### src/rtl/sd_req_arbiter_if.sv
// Requester and hps_io SD-block signals shared by the arbiter and its surroundings.
// "master" is the arbiter side; "slave" is the disk cores plus hps_io side.
interface sd_req_arbiter_if #(
  parameter int NREQ   = 4,
  parameter int BUF_DW = 8
);
  logic [NREQ-1:0]        req_rd;
  logic [NREQ-1:0]        req_wr;
  logic [32*NREQ-1:0]     req_lba;
  logic [BUF_DW*NREQ-1:0] req_buff_din;
  logic [NREQ-1:0]        req_ack;
  logic [NREQ-1:0]        req_buff_wr;
  logic [NREQ-1:0]        req_done;
  logic                   req_err;
  logic [31:0]            sd_lba;
  logic [NREQ-1:0]        sd_rd;
  logic [NREQ-1:0]        sd_wr;
  logic                   sd_ack;
  logic                   sd_buff_wr;
  logic [BUF_DW-1:0]      sd_buff_din;

  modport master (
    input  req_rd, req_wr, req_lba, req_buff_din, sd_ack, sd_buff_wr,
    output req_ack, req_buff_wr, req_done, req_err, sd_lba, sd_rd, sd_wr, sd_buff_din
  );

  modport slave (
    output req_rd, req_wr, req_lba, req_buff_din, sd_ack, sd_buff_wr,
    input  req_ack, req_buff_wr, req_done, req_err, sd_lba, sd_rd, sd_wr, sd_buff_din
  );
endinterface

### src/rtl/sd_req_arbiter.sv
// Round-robin share of one hps_io SD block port among NREQ disk cores; sd_rd/sd_wr rise 1 cycle after grant.
// Buffer strobes/data are routed combinationally during XFER; losers simply hold their level request.
module sd_req_arbiter #(
  parameter int NREQ    = 4,
  parameter int BUF_AW  = 9,
  parameter int BUF_DW  = 8,
  parameter int TIMEOUT = 0
) (
  input  logic              clk_sys,
  input  logic              reset_n,
  sd_req_arbiter_if.master  bus
);
  localparam int GW = (NREQ > 1) ? $clog2(NREQ) : 1;
  localparam int SW = GW + 1;
  localparam int CW = (TIMEOUT > 1) ? $clog2(TIMEOUT) : 1;

  typedef enum logic [1:0] {IDLE, ISSUE, XFER, DONE} state_t;

  state_t            state_q, state_d;
  logic [GW-1:0]     grant_q, grant_d;
  logic [GW-1:0]     rr_ptr_q, rr_ptr_d;
  logic              err_q, err_d;
  logic [CW-1:0]     cnt_q, cnt_d;
  logic [31:0]       sd_lba_q, sd_lba_d;
  logic [NREQ-1:0]   sd_rd_q, sd_rd_d;
  logic [NREQ-1:0]   sd_wr_q, sd_wr_d;

  logic [NREQ-1:0]   pending;
  logic [NREQ-1:0]   grant_oh;
  logic [NREQ-1:0]   sel_oh;
  logic              found;
  logic [GW-1:0]     sel;
  logic [SW-1:0]     sum;

  // First pending requester at or after rr_ptr, wrapping at NREQ.
  always_comb begin
    pending = bus.req_rd | bus.req_wr;
    found   = 1'b0;
    sel     = '0;
    sum     = '0;
    for (int k = 0; k < NREQ; k++) begin
      sum = {1'b0, rr_ptr_q} + SW'(k);
      if (sum >= SW'(NREQ)) sum = sum - SW'(NREQ);
      if (!found && pending[sum[GW-1:0]]) begin
        found = 1'b1;
        sel   = sum[GW-1:0];
      end
    end
  end

  assign grant_oh = NREQ'(1) << grant_q;
  assign sel_oh   = NREQ'(1) << sel;

  always_comb begin
    state_d  = state_q;
    grant_d  = grant_q;
    rr_ptr_d = rr_ptr_q;
    err_d    = err_q;
    cnt_d    = cnt_q;
    sd_lba_d = sd_lba_q;
    sd_rd_d  = sd_rd_q;
    sd_wr_d  = sd_wr_q;
    case (state_q)
      IDLE: begin
        if (found) begin
          grant_d  = sel;
          sd_lba_d = bus.req_lba[sel*32 +: 32];
          sd_rd_d  = bus.req_rd[sel] ? sel_oh : '0;
          sd_wr_d  = bus.req_rd[sel] ? '0 : sel_oh;
          err_d    = 1'b0;
          cnt_d    = '0;
          state_d  = ISSUE;
        end
      end
      ISSUE: begin
        if (bus.sd_ack) begin
          sd_rd_d = '0;
          sd_wr_d = '0;
          state_d = XFER;
        end else if (TIMEOUT > 0 && cnt_q == CW'(TIMEOUT - 1)) begin
          sd_rd_d = '0;
          sd_wr_d = '0;
          err_d   = 1'b1;
          state_d = DONE;
        end else begin
          cnt_d = cnt_q + CW'(1);
        end
      end
      XFER: begin
        if (!bus.sd_ack) state_d = DONE;
      end
      DONE: begin
        rr_ptr_d = (grant_q == GW'(NREQ - 1)) ? '0 : grant_q + GW'(1);
        state_d  = IDLE;
      end
      default: state_d = IDLE;
    endcase
  end

  always_ff @(posedge clk_sys) begin
    if (!reset_n) begin
      state_q  <= IDLE;
      grant_q  <= '0;
      rr_ptr_q <= '0;
      err_q    <= 1'b0;
      cnt_q    <= '0;
      sd_lba_q <= '0;
      sd_rd_q  <= '0;
      sd_wr_q  <= '0;
    end else begin
      state_q  <= state_d;
      grant_q  <= grant_d;
      rr_ptr_q <= rr_ptr_d;
      err_q    <= err_d;
      cnt_q    <= cnt_d;
      sd_lba_q <= sd_lba_d;
      sd_rd_q  <= sd_rd_d;
      sd_wr_q  <= sd_wr_d;
    end
  end

  assign bus.sd_lba = sd_lba_q;
  assign bus.sd_rd  = sd_rd_q;
  assign bus.sd_wr  = sd_wr_q;

  // Stale sd_ack / sd_buff_wr outside XFER must never reach a requester.
  always_comb begin
    bus.req_ack     = '0;
    bus.req_buff_wr = '0;
    bus.sd_buff_din = '0;
    bus.req_done    = '0;
    bus.req_err     = 1'b0;
    if (state_q == XFER) begin
      bus.req_ack     = bus.sd_ack     ? grant_oh : '0;
      bus.req_buff_wr = bus.sd_buff_wr ? grant_oh : '0;
      bus.sd_buff_din = bus.req_buff_din[grant_q*BUF_DW +: BUF_DW];
    end
    if (state_q == DONE) begin
      bus.req_done = grant_oh;
      bus.req_err  = err_q;
    end
  end

  a_one_cmd:  assert property (@(posedge clk_sys) disable iff (!reset_n) $onehot0(bus.sd_rd | bus.sd_wr));
  a_one_bwr:  assert property (@(posedge clk_sys) disable iff (!reset_n) $onehot0(bus.req_buff_wr));
  a_done_cmd: assert property (@(posedge clk_sys) disable iff (!reset_n)
                               !((|bus.req_done) && (|(bus.sd_rd | bus.sd_wr))));
  // The sector buffer is 512 bytes whichever I/O width hps_io uses.
  a_buf_geom: assert property (@(posedge clk_sys) (BUF_AW + BUF_DW / 8) == 10);
endmodule

### src/flat_wrapper.sv
// flat-port wrapper written by rule: the top's interface ports become plain ports
module sd_req_arbiter_flat 
#(
  parameter int NREQ    = 4,
  parameter int BUF_AW  = 9,
  parameter int BUF_DW  = 8,
  parameter int TIMEOUT = 0
)
  (clk_sys, reset_n, bus_req_rd, bus_req_wr, bus_req_lba, bus_req_buff_din, bus_sd_ack, bus_sd_buff_wr, bus_req_ack, bus_req_buff_wr, bus_req_done, bus_req_err, bus_sd_lba, bus_sd_rd, bus_sd_wr, bus_sd_buff_din);
  sd_req_arbiter_if #(.NREQ(NREQ), .BUF_DW(BUF_DW)) bus_i ();
  input  logic clk_sys;
  input  logic reset_n;
  input wire logic [$bits(bus_i.req_rd)-1:0] bus_req_rd;
  input wire logic [$bits(bus_i.req_wr)-1:0] bus_req_wr;
  input wire logic [$bits(bus_i.req_lba)-1:0] bus_req_lba;
  input wire logic [$bits(bus_i.req_buff_din)-1:0] bus_req_buff_din;
  input wire logic [$bits(bus_i.sd_ack)-1:0] bus_sd_ack;
  input wire logic [$bits(bus_i.sd_buff_wr)-1:0] bus_sd_buff_wr;
  output wire logic [$bits(bus_i.req_ack)-1:0] bus_req_ack;
  output wire logic [$bits(bus_i.req_buff_wr)-1:0] bus_req_buff_wr;
  output wire logic [$bits(bus_i.req_done)-1:0] bus_req_done;
  output wire logic [$bits(bus_i.req_err)-1:0] bus_req_err;
  output wire logic [$bits(bus_i.sd_lba)-1:0] bus_sd_lba;
  output wire logic [$bits(bus_i.sd_rd)-1:0] bus_sd_rd;
  output wire logic [$bits(bus_i.sd_wr)-1:0] bus_sd_wr;
  output wire logic [$bits(bus_i.sd_buff_din)-1:0] bus_sd_buff_din;
  assign bus_i.req_rd = bus_req_rd;
  assign bus_i.req_wr = bus_req_wr;
  assign bus_i.req_lba = bus_req_lba;
  assign bus_i.req_buff_din = bus_req_buff_din;
  assign bus_i.sd_ack = bus_sd_ack;
  assign bus_i.sd_buff_wr = bus_sd_buff_wr;
  assign bus_req_ack = bus_i.req_ack;
  assign bus_req_buff_wr = bus_i.req_buff_wr;
  assign bus_req_done = bus_i.req_done;
  assign bus_req_err = bus_i.req_err;
  assign bus_sd_lba = bus_i.sd_lba;
  assign bus_sd_rd = bus_i.sd_rd;
  assign bus_sd_wr = bus_i.sd_wr;
  assign bus_sd_buff_din = bus_i.sd_buff_din;
  sd_req_arbiter #(.NREQ(NREQ), .BUF_AW(BUF_AW), .BUF_DW(BUF_DW), .TIMEOUT(TIMEOUT)) u_core (.clk_sys(clk_sys), .reset_n(reset_n), .bus(bus_i));
endmodule
### config.mk
export PLATFORM = sky130hd
export DESIGN_NAME = sd_req_arbiter_flat
export DESIGN_NICKNAME = d
export VERILOG_FILES = /design/src/rtl/sd_req_arbiter_if.sv /design/src/rtl/sd_req_arbiter.sv /design/src/flat_wrapper.sv
export SDC_FILE = /design/constraint.sdc
export NUM_CORES = 1
export LEC_CHECK = 0
export ABC_AREA = 1
export ABC_CLOCK_PERIOD_IN_PS = 2500
export BUFFER_PORTS_ARGS = -buffer_cell sky130_fd_sc_hd__buf_2
export CORE_ASPECT_RATIO = 0.6
export CORE_MARGIN = 4
export CORE_UTILIZATION = 45
export CTS_CLUSTER_DIAMETER = 60
export CTS_CLUSTER_SIZE = 8
export DETAILED_ROUTE_END_ITERATION = 7
export PLACE_DENSITY = 0.83
export SLEW_MARGIN = 40
export SYNTH_ARGS = -nofsm -noshare
export SYNTH_HDL_FRONTEND = slang
export SYNTH_SLANG_ARGS = --single-unit
export TNS_END_PERCENT = 5
### constraint.sdc
create_clock -name clk_sys -period 2.5 [get_ports clk_sys]
set_clock_uncertainty 0.15 [all_clocks]
set_input_delay 0 -clock clk_sys [delete_from_list [all_inputs] [get_ports clk_sys]]
set_output_delay 0 -clock clk_sys [all_outputs]
set_load 0.01 [all_outputs]
Word level (Yosys, flattened, before mapping):

Index checks and enable logic that the tools add are counted.

* flip-flop bits (word level): 46
* bits in latches: 0
* memory bits (writable): 0
* bits in read-only memories: 0
* input bits: 172
* output and inout port bits: 61
* logic and storage cells: 86
* memories kept: 0

* add/subtract/negate cells: 8
* $mul: 0
* divide/modulo/power cells: 0
* $lt $le $gt $ge: 9
* equality and inequality tests: 7
* shifts and indexed selects: 4
* muxes and demuxes: 40
* bitwise gates (word level): 1
* reduce and logical (&&, ||, !) cells: 11

Operators with widths (count)
* $shiftx 128x8->32: 1
* $mux 4: 10
* $shiftx 32x6->8: 1
* $mux 2: 12
* $pmux 4 s2: 2
* $lt 2x3->1 const B: 5
* $bmux 1 s2: 5
* $ge 3x3->1 const B: 3
* $mux 1: 9
* $mux 8: 1
* $pmux 2 s4: 1
* $shl 1x2->4 const A: 2
* $sub 2x1->2 const B: 4
* $add 2x2->3 const B: 2
* $eq 2x2->1 const B: 3
* $reduce_and 3->1: 2
* $ne 2x2->1 const B: 2
* $or 4x4->4: 1
* $add 2x1->3 const B: 1
* $ge 2x3->1 const B: 1
* $logic_and 1x1->1: 3
* $logic_not 1->1: 3
* $add 2x1->2 const B: 1
* $eq 2x1->1 const B: 1
* other kinds (4): 4

Depth between registers and ports, before layout:

Gate-level depths: netlist of the first run.

* depth after elaboration: 19
* mapped depth: 16
* depth with buffers taken out: 15

Worst setup path after synthesis of the first run:

Ideal clock, no wire load.

* path kind: reg2reg
* start point: reg u_core.rr_ptr_q[0]
* end point: reg u_core.sd_lba_q[11] (netlist: u_core.bus.sd_lba[11])
* library setup time: 0.109 ns
* arrival time: 1.611 ns
* required time: 2.241 ns
* slack: 0.630 ns
* stages on the path, launching flop included: 14
* path buffers: 1
* period minus slack after synthesis: 1.870 ns
* cell sequence: dfxtp_1 -> inv_4 -> nand2_1 -> nand2_1 -> and2_4 -> nand3b_1 -> nand3_4 -> nand2_1 -> inv_2 -> buf_2 -> nand2_1 -> nand3_1 -> nand2_1 -> inv_1

* longest elaborated chain between the ends: 15
* elaborated cells on any way between the ends: 39
* those cells by class: add/sub: 7; order compare: 4; shift: 1; mux: 20; reduce/logical: 7

RTL lines
* start: declaration: line sd_req_arbiter.sv:21 `logic [GW-1:0] rr_ptr_q, rr_ptr_d;`
* start signal: assignment: line sd_req_arbiter.sv:113 `rr_ptr_q <= rr_ptr_d;`
* branches (longest 15 deep; another with $add 2x1->3)
* end signal: assignment: line sd_req_arbiter.sv:116 `sd_lba_q <= sd_lba_d;`
* end: declaration: line sd_req_arbiter.sv:24 `logic [31:0] sd_lba_q, sd_lba_d;`

Parallel ways; which one is timed is not known. The select of a mux whose other input is x is not followed.
A chain may end at the register's enable or synchronous reset.

Worst setup path after layout of the first run:

* start point: reg u_core.rr_ptr_q[0]
* end point: reg u_core.sd_lba_q[23] (netlist: u_core.bus.sd_lba[23])

The elaborated chain is that of the path after synthesis.

==> results of run 1 <==
[synth_stat cells, types with 2 or more instances]
cell / number / area share [%]
o21ai_0: 19 / 2.5
a21oi_1: 21 / 2.7
buf_2: 20 / 2.6
ha_1: 8 / 2.6
clkbuf_1: 8 / 0.77
a211oi_1: 2 / 0.39
nor2_4: 2 / 0.58
buf_4: 7 / 1.4
buf_6: 4 / 1.2
nand2_1: 310 / 30
nand2_4: 4 / 1.2
nand3_2: 11 / 2.8
nand4_1: 2 / 0.32
inv_1: 53 / 5.1
inv_2: 4 / 0.39
nand2_2: 6 / 0.97
nand3b_1: 3 / 0.58
nand3_1: 104 / 13
nor2_1: 47 / 4.5
dfxtp_1: 46 / 24
[power by group through the flow]
stage          registers [mW]  clock network (mW)  logic, mW
2_1_floorplan            1.30                   0       2.37
3_3_place_gp             1.20                   0       3.50
3_5_place_dp             1.20                   0       3.53
4_1_cts                  1.19               0.768       3.66
5_1_grt                  1.23               0.802       4.16
6_report                 1.20               0.758       3.76
[critical path, cell delays in order, from the launching register on]
cell and delay, ns:
dfxtp_1 0.48, inv_4 0.12, nand2_1 0.09, nand2_2 0.07, nand3_1 0.09, inv_1 0.05
a21boi_1 0.24, nand3_4 0.18, nor2_4 0.25, buf_12 0.22, nand2_1 0.09, nand3_1 0.08
nand2_1 0.05, inv_1 0.07
[stage by stage]
step                util (%)  area, um2  std cells
global route           76.51       6222       1110
detailed placement     62.25       5062       1003
finish                 76.66       6235       1115
global placement       62.25       5062       1003
CTS                    76.43       6216       1110
floorplan                  -       3880        691
[final cells by class]
cell class | count | area [um2]
clock inverters | 1 | 30.03
fillers | 659 | 1898
repair buffers | 343 | 2273
flip-flops and latches | 46 | 920.9
diodes | 5 | 12.51
well taps | 108 | 135.1
clock buffers | 7 | 132.6
multi-input cells | 547 | 2507
inverters | 58 | 222.7
[sequential cells by signal (all words and copies together), names as in the netlist]
signal and cells:
u_core.rr_ptr_q 2, u_core.grant_q 2, u_core.bus.sd_wr 4, u_core.bus.sd_rd 4, u_core.bus.sd_lba 32, u_core.state_q 2
[how the worst max path moves through the flow]
stage | startpoint | endpoint | cells after the start
floorplan | u_core.rr_ptr_q[0]$_SDFFE_PN0P_ | u_core.bus.sd_lba[11]$_SDFFE_PN0P_ | 13
global placement | u_core.rr_ptr_q[0]$_SDFFE_PN0P_ | u_core.bus.sd_lba[1]$_SDFFE_PN0P_ | 14
detailed placement | u_core.rr_ptr_q[0]$_SDFFE_PN0P_ | u_core.bus.sd_lba[1]$_SDFFE_PN0P_ | 12
CTS | u_core.rr_ptr_q[0]$_SDFFE_PN0P_ | u_core.bus.sd_lba[1]$_SDFFE_PN0P_ | 12
global route | u_core.rr_ptr_q[0]$_SDFFE_PN0P_ | u_core.bus.sd_lba[5]$_SDFFE_PN0P_ | 13
finish | u_core.rr_ptr_q[0]$_SDFFE_PN0P_ | u_core.bus.sd_lba[23]$_SDFFE_PN0P_ | 13
[cell families (layout without fill, tap and decap cells)]
family / count (synthesis) / in the layout / share of synthesized area [%]
adder cells (fa/ha/maj): 8 / 8 / 2.580
flip-flops: 46 / 46 / 23.73
other: 1 / 6 / 0.09665
AO/OA/AOI/OAI: 45 / 45 / 6.159
AND/OR/NAND/NOR: 493 / 493 / 55.79
buffers and inverters: 98 / 409 / 11.64
[routing by layer]
layer  global-route usage (%)  vias up
met3                    6.618       73
met5                        0        -
met4                    13.56        0
met1                    39.33     2523
li1                         -     2786
met2                    52.45      376
[timing repair]
action	in CTS	in global routing
endpoints found under the hold margin	33	0
setup endpoints to repair	0	32
resized for setup	0	3
buffers inserted	0	0
hold buffers	99	0
==> results.txt, run 1 <==
CP Capture Type = flip-flop
Comb power frac = 65.8%
via count = 5758
Post-Syn Nets = 871
Mean Syn Cell Area = 5.615 um2
required time worst endpoint = 2.58 ns
clk_lat worst skew = 0.28 ns
Crit Path Category = reg -> reg
WL met3 = 1739 um
Worst VDD drop = 0.0005369 V
clock tree buffer depth = 2
final setup margin = 0.1942 ns
Critical R2R Launch = u_core.rr_ptr_q[0]$_SDFFE_PN0P_
Slew headroom = 50.04%
Clock transition at path regs = 0.06 ns
CTS Root Cell = clkbuf_16
grt ovf = 0
Slew @ Worst Pin = 0.7461 ns
initial antenna violation count = 0
min-delay worst type = in -> reg
CTS tree = done
routed metal-1 wirelength = 6689 um
Met2 Wirelength = 7892 um
number of synthesized flops with an enable pin = 0
CTS Buf Count = 5
DP Worst Slack = 0.1158 ns
DR DRC count = 0
area grow syn2layout = 60.69%
unrepaired setup endpoints after global routing = no
Final Max Tran Viols = 0
Synth Warn # = 0
overall power = 5.720 mW
Fmax = 433.7 MHz
total detailed-routing wirelength = 17030 um
Detailed Routing Iterations Pass 1 = 5
Worst setup SP type = flip-flop
R2R setup slack = 0.19 ns
leakage power = 3.628 nW
global-route wire length before repair = 26050 um
hold path depth = 7
largest net degree at the start of global routing = 47
GPL Wtd Cong = 0.9048
final hold vios = 1
# IOs = 233
chip height = 79.93 um
top routing layer in use = met4
Worst Hold Slack = -0.001357 ns
Yosys reg bits = 46
Synth Flop Type = dfxtp_1
# Max-Cap Violations = 0
ys async rst share = 0%
final setup vio count = 0
Initial DRC Count = 466
TNS Setup = 0 ns
Core Region = 8133 um2
Nets = 1181
Die Area = 10220 um2
Post-Synthesis Cells = 691
final worst path period need = 2.306 ns
H-Tree Depth = 2
R2R cell count = 13
P_int = 2.870 mW
Post-Syn Area = 3880 um2
number of clock sinks = 46
post-synthesis sequential area ratio = 23.73%
failing checks = negative hold slack
Port Buffer Count = 231
chip width = 127.9 um
DPL Wire Length = 10170 um
Rows = 25
final worst path period share = 92.23%
Net Sw Frac = 49.83%
outcome = finished with violations
power density over cell area = 917.4 nW/um2
detailed-route wire length per cell = 15.27 um
Starting Density = 47.71%
R2R Path End = u_core.bus.sd_lba[23]$_SDFFE_PN0P_
NetSw = 2.850 mW
DR vias/cell = 5.164
CP max FO = 28
worst hold endpoint = u_core.bus.sd_lba[4]$_SDFFE_PN0P_
Worst Path Arrival = 2.39 ns
share of cells above drive strength 1 = 28.14%
post-route ant nets = 0
commonest non-fill, non-tap cells in the layout = nand2_1, buf_2, nand3_1
Clk network pwr share = 13.2%
leading cell type in the layout, fill and taps excluded = nand2_1
post-synthesis cell type count = 30
worst hold start = bus_req_lba[4]
vias in the first global route = 5226
overall global routing resource usage = 31.44%
Sequential Power Share = 20.9%
(Power assumes the default switching activity.)
==> inputs of run 2 (changes only) <==
Settings changed: ABC_CLOCK_PERIOD_IN_PS 2500 to 2200.
Clock period 2.5 ns to 2.2 ns, I/O delays scaled along.
==> run 2 against run 1 <==
Compared with the run above: the run ends with negative hold slack, negative setup slack left; clock power increased by 5.9%; largest power group unchanged; critical path type unchanged; largest cell class unchanged; sequential power up 15%; register-to-register slack worse by 0.20 ns.
==> results.txt, run 2 (synthesis gave the netlist of run 1 again) <==
global-route wire length before repair = 26430 um (+1.4%)
Crit Path Category = reg -> reg
share of cells above drive strength 1 = 29.74% (+1.6 points)
commonest non-fill, non-tap cells in the layout = nand2_1, buf_2, dlygate4sd3_1
initial antenna violation count = 0 (unchanged)
Rows = 25 (unchanged)
area grow syn2layout = 68.85%
Detailed Routing Iterations Pass 1 = 6 (+1)
clk_lat worst skew = 0.29 ns (about the same)
post-route cell area = 6551 um2 (+5.1%)
Fill cells = 540 (-18%)
Worst VDD drop = 0.0007354 V (+37%)
Worst setup SP type = flip-flop
CTS Buf Count = 5 (unchanged)
worst hold start = bus_req_lba[95]
Die Area = 10220 um2 (unchanged)
Initial DRC Count = 647 (+39%)
Sequential Power Share = 19.9% (-1.0 points)
post-route ant nets = 0 (unchanged)
required time worst endpoint = 2.29 ns (-0.29 ns)
Nets = 1198 (+1.4%)
Final Core Density = 80.55% (+3.9 points)
Net Sw Frac = 49.68% (-0.14 points)
max reg flops = 32 (unchanged)
clock tree buffer depth = 2 (unchanged)
final worst path period need = 2.206 ns (-0.1002 ns)
CP max stage delay = 0.39 ns (-0.09 ns)
worst-path cell chain = inv_8 > nand2_1 > nand2_2 > nand3_1 > nand2_1 > nand2_1 > nand2_2 > nand2_8 > nand2_8 > clkbuf_16 > nand2_1 > nand2_1 > nand2_1 > nand3_1 > nand2_1 > inv_1
failing checks = negative hold slack, negative setup slack
leading cell type in the layout, fill and taps excluded = nand2_1
# IOs = 233 (unchanged)
area of the multi-input gates = 2550 um2 (+1.7%)
Slew headroom = 55.33% (+5.3 points)
area occupied by registers = 928.4 um2 (+0.82%)
CP bufs+invs = 3 (-1)
CP Capture Type = flip-flop
detailed-route wire length per cell = 16.17 um (+5.9%)
TNS Setup = -0.006080 ns (-0.006080 ns)
NetSw = 3.445 mW (+21%)
final setup vio count = 2 (+2)
Worst Path Arrival = 2.29 ns (-0.10 ns)
final worst path period share = 100.3% (+8.0 points)
chip height = 79.93 um (unchanged)
Critical R2R Launch = u_core.rr_ptr_q[0]$_SDFFE_PN0P_
Port Buffer Count = 231 (unchanged)
via count = 5977 (+3.8%)
CP most frequent cell = nand2_1
CTS tree = done
DR DRC count = 0 (unchanged)
GPL Wtd Cong = 0.9021 (-0.30%)
critical path's slowest cell = dfxtp_4
number of clock sinks = 46 (unchanged)
Final Max Tran Viols = 0 (unchanged)
Comb power frac = 68.5% (+2.7 points)
CTS Root Cell = clkbuf_16
DR vias/cell = 5.275 (+2.2%)
outcome = finished with violations
final setup margin = -0.005604 ns (-0.1998 ns)
Worst Hold Slack = -0.01292 ns (-0.01156 ns)
DPL Wire Length = 10440 um (+2.7%)
worst setup path startpoint = u_core.rr_ptr_q[0]$_SDFFE_PN0P_
Starting Density = 47.71% (unchanged)
P_int = 3.489 mW (+22%)
vias in the first global route = 5374 (+2.8%)
# Max-Cap Violations = 0 (unchanged)
largest net degree at the start of global routing = 46 (-2.1%)
final hold vios = 1 (unchanged)
Fmax = 453.4 MHz (+4.5%)
power density over cell area = 1058 nW/um2 (+15%)
Clk network pwr share = 11.6% (-1.6 points)
chip width = 127.9 um (unchanged)
DP Area = 5157 um2 (+1.9%)
H-Tree Depth = 2 (unchanged)
Slew @ Worst Pin = 0.6671 ns (-0.07903 ns)
Placed Cells = 1009 (+0.60%)
Clock transition at path regs = 0.07 ns (about the same)
CP top delay family = simple AND/OR/NAND/NOR gates
total detailed-routing wirelength = 18330 um (+7.6%)
overall global routing resource usage = 31.85% (+0.41 points)
grt ovf = 0 (unchanged)
Core Region = 8133 um2 (unchanged)
CP max FO = 22 (-21%)
min-delay worst type = in -> reg
Layout Cells excl Fill = 1133 (+1.6%)
leakage power = 3.752 nW (+3.4%)
run 2: cell types whose count changed in the layout (fill, tap and decap cells not counted), moves of 3 or more:
cell           before  now
buf_12              2    6
clkbuf_16           5    8
dlygate4sd3_1      99  107
nand2_1           310  303
nand2_2             6   13
run 2: final cells by class:
class	count	area share [%]
tap	108	2.063
clock buffer	6	2.120
multi-input combinational	547	38.92
antenna	6	0.2292
inverter	58	3.438
sequential	46	14.17
clock inverter	2	0.1910
timing repair buffer	360	38.87
run 2: path summary, 6_finish.rpt:
kind                            cells past startpoint                            endpoint  slack [ns]
worst max-delay path                               16  u_core.bus.sd_lba[13]$_SDFFE_PN0P_      -0.006
worst min-delay path                                7  u_core.bus.sd_lba[31]$_SDFFE_PN0P_       -0.01
worst max register to register                     16  u_core.bus.sd_lba[13]$_SDFFE_PN0P_      -0.006
worst min register to register                      2    u_core.bus.sd_wr[2]$_SDFFE_PN0P_        0.32
run 2: power by group through the flow:
stage	registers, mW	clock network [mW]	logic (mW)
4_1_cts	1.36	0.808	4.30
2_1_floorplan	1.48	0	2.70
3_3_place_gp	1.37	0	4.11
3_5_place_dp	1.37	0	4.14
6_report	1.38	0.803	4.75
5_1_grt	1.42	0.852	5.19
run 2: layer usage:
layer / vias to the layer above / track usage [%] / part of all wire (%)
met5: - / 0 / 0
met4: 0 / 13.24 / 4.2
met3: 91 / 8.289 / 11
met2: 444 / 50.68 / 45
met1: 2619 / 40.95 / 40
li1: 2823 / - / -
run 2: stage by stage:
stage	hold WS (ns)	setup WS, ns	power [mW]
3_3_place_gp	0.2142	0.1218	5.477
3_5_place_dp	0.2226	0.02471	5.511
2_1_floorplan	0.01685	0.3298	4.180
6_report	-0.01292	-0.005604	6.934
4_1_cts	0.0001274	0.01124	6.474
5_1_grt	0.03604	-0.1528	7.456
run 2: worst min-delay path, cell delays in order:
cell and delay (ns):
buf_2 0.07, nand3_1 0.06, nand2_1 0.06, nand2_1 0.04
nand3_1 0.07, nand2_1 0.05, inv_1 0.04
run 2: what timing repair did:
item,CTS,global route
hold buffers,107,0
buffers inserted,0,0
endpoints found under the hold margin,37,0
gates resized for setup,1,23
endpoints found under the setup margin,4,40
cloned,0,3
pin swaps,0,1
==> inputs of run 3 (changes only) <==
--- a/constraint.sdc
+++ b/constraint.sdc
@@ -4,2 +4,2 @@
 set_output_delay 0 -clock clk_sys [all_outputs]
-set_load 0.01 [all_outputs]
+set_load 0.05 [all_outputs]
==> run 3 against run 2 <==
Compared with the run above: the run now ends clean; sequential share of layout area fell by 0.083 points; hold slack improved by 0.018 ns; critical path depth is 1 lower; global-route usage rose by 0.42 points; design area is 0.59% higher; count of clock-buffer cells in the layout shrank 1.
==> results.txt, run 3 (synthesis gave the netlist of run 1 again) <==
outcome = finished, final reports clean
final setup vio count = 0 (-2)
clk_lat worst skew = 0.29 ns (about the same)
CP Capture Type = flip-flop
# IOs = 233 (unchanged)
CTS Root Cell = clkbuf_16
leakage power = 3.773 nW (+0.57%)
final hold vios = 0 (-1)
overall power = 8.244 mW (+19%)
chip width = 127.9 um (unchanged)
Final Max Tran Viols = 0 (unchanged)
Slew @ Worst Pin = 0.6386 ns (-0.02851 ns)
post-route ant nets = 0 (unchanged)
number of setup buffers added after CTS = 0 (unchanged)
required time worst endpoint = 2.25 ns (-0.04 ns)
clock tree buffer depth = 2 (unchanged)
largest net degree at the start of global routing = 46 (unchanged)
Sequential Power Share = 17.0% (-2.9 points)
Worst Path Arrival = 2.21 ns (-0.08 ns)
Starting Density = 47.71% (unchanged)
Comb power frac = 72.2% (+3.7 points)
initial antenna violation count = 1 (+1)
CTS Buf Count = 5 (unchanged)
NetSw = 4.583 mW (+33%)
CTS tree = done
number of clock sinks = 46 (unchanged)
H-Tree Depth = 2 (unchanged)
vias in the first global route = 5489 (+2.1%)
DP Area = 5130 um2 (-0.53%)
grt ovf = 0 (unchanged)
Worst setup SP type = input port
Worst VDD drop = 0.0008168 V (+11%)
DR vias/cell = 5.313 (+0.71%)
Detailed Routing Iterations Pass 1 = 6 (unchanged)
Net Sw Frac = 55.60% (+5.9 points)
Worst Hold Slack = 0.005273 ns (+0.01819 ns)
power density over cell area = 1251 nW/um2 (+18%)
Clk network pwr share = 10.8% (-0.8 points)
Slew headroom = 57.24% (+1.9 points)
commonest non-fill, non-tap cells in the layout = nand2_1, buf_2, dlygate4sd3_1
Initial DRC Count = 555 (-14%)
DR DRC count = 0 (unchanged)
max reg flops = 32 (unchanged)
Core Region = 8133 um2 (unchanged)
area grow syn2layout = 69.85%
Clock transition at path regs = 0.07 ns (about the same)
TNS Setup = 0 ns (+0.006080 ns)
Fmax = 462.2 MHz (+2.0%)
leading cell type in the layout, fill and taps excluded = nand2_1
overall global routing resource usage = 32.27% (+0.42 points)
total detailed-routing wirelength = 18590 um (+1.4%)
Nets = 1199 (+0.083%)
Die Area = 10220 um2 (unchanged)
Port Buffer Count = 231 (unchanged)
Crit Path Category = in -> reg
# Max-Cap Violations = 0 (unchanged)
global-route wire length before repair = 26900 um (+1.8%)
Rows = 25 (unchanged)
min-delay worst type = in -> reg
CP max FO = 18 (-18%)
chip height = 79.93 um (unchanged)
post-route cell area = 6590 um2 (+0.59%)
detailed-route wire length per cell = 16.42 um (+1.5%)
GPL Wtd Cong = 0.9263 (+2.7%)
Final Core Density = 81.03% (+0.48 points)
P_int = 3.661 mW (+4.9%)
final worst path period need = 2.163 ns (-0.04221 ns)
share of cells above drive strength 1 = 30.00% (+0.26 points)
final worst path period share = 98.34% (-1.9 points)
DPL Wire Length = 10480 um (+0.42%)
via count = 6014 (+0.62%)
## run 3: cell count changes in the layout (fill, tap and decap cells not counted), sizes merged
cell / change
clkinvlp: -1
dlygate4sd3: -1
bufinv: +1
clkbuf: +1
inv: +1
diode: -2
## run 3: final cells by class
type	count	area [um2]
Sequential cell	46	928.4
Antenna cell	4	10.01
Clock buffer	5	125.1
Inverter	58	227.7
Tap cell	108	135.1
Timing Repair Buffer	361	2566
Clock inverter	3	43.79
Multi-Input combinational cell	547	2554
Fill cell	550	1543
## run 3: power by group through the flow
stage | clock (mW) | sequential, mW | combinational (mW)
final | 0.889 | 1.40 | 5.95
after global routing | 0.935 | 1.44 | 6.40
after CTS | 0.895 | 1.38 | 5.34
after detailed placement | 0 | 1.39 | 5.18
after global placement | 0 | 1.39 | 5.14
after floorplan | 0 | 2.32 | 2.91
## run 3: metal layers
layer | vias up | track usage, % | share of wire [%]
li1 | 2827 | - | -
met1 | 2645 | 40.53 | 40
met2 | 446 | 53.34 | 44
met3 | 96 | 6.885 | 11
met4 | 0 | 14.30 | 4.6
met5 | - | 0 | 0
## run 3: critical path: stages
cell and delay, ns:
dlygate4sd3_1 0.54, buf_2 0.17, nor2_4 0.11, nand2_1 0.09, nand2_1 0.11, and2_4 0.19
nand3b_1 0.16, nand3_4 0.13, buf_4 0.17, nor2_4 0.06, buf_12 0.15, nand2_1 0.09
nand3_1 0.10, nand2_1 0.09, inv_1 0.04
## run 3: final timing paths
kind         slack (ns)                        startpoint  cells past startpoint                                 end
min reg2reg        0.32  u_core.bus.sd_rd[3]$_SDFFE_PN0P_                      2    u_core.bus.sd_rd[3]$_SDFFE_PN0P_
min               0.005                   bus_req_lba[86]                      7  u_core.bus.sd_lba[22]$_SDFFE_PN0P_
max                0.04                     bus_req_rd[1]                     15  u_core.bus.sd_lba[15]$_SDFFE_PN0P_
max reg2reg        0.05   u_core.rr_ptr_q[0]$_SDFFE_PN0P_                     16  u_core.bus.sd_lba[17]$_SDFFE_PN0P_
## run 3: repair_timing
item	4_1_cts	5_1_grt
cloned	0	7
setup endpoints to repair	30	40
pin swaps	0	1
hold endpoints to repair	35	0
gates resized for setup	1	21
hold buffers	106	0
## run 3: metrics by stage
stage,setup WS [ns],cells
after global placement,0.03081,1007
after CTS,0.02808,1121
final,0.03661,1132
after global routing,-0.07745,1129
after floorplan,0.1614,691
after detailed placement,-0.02045,1007
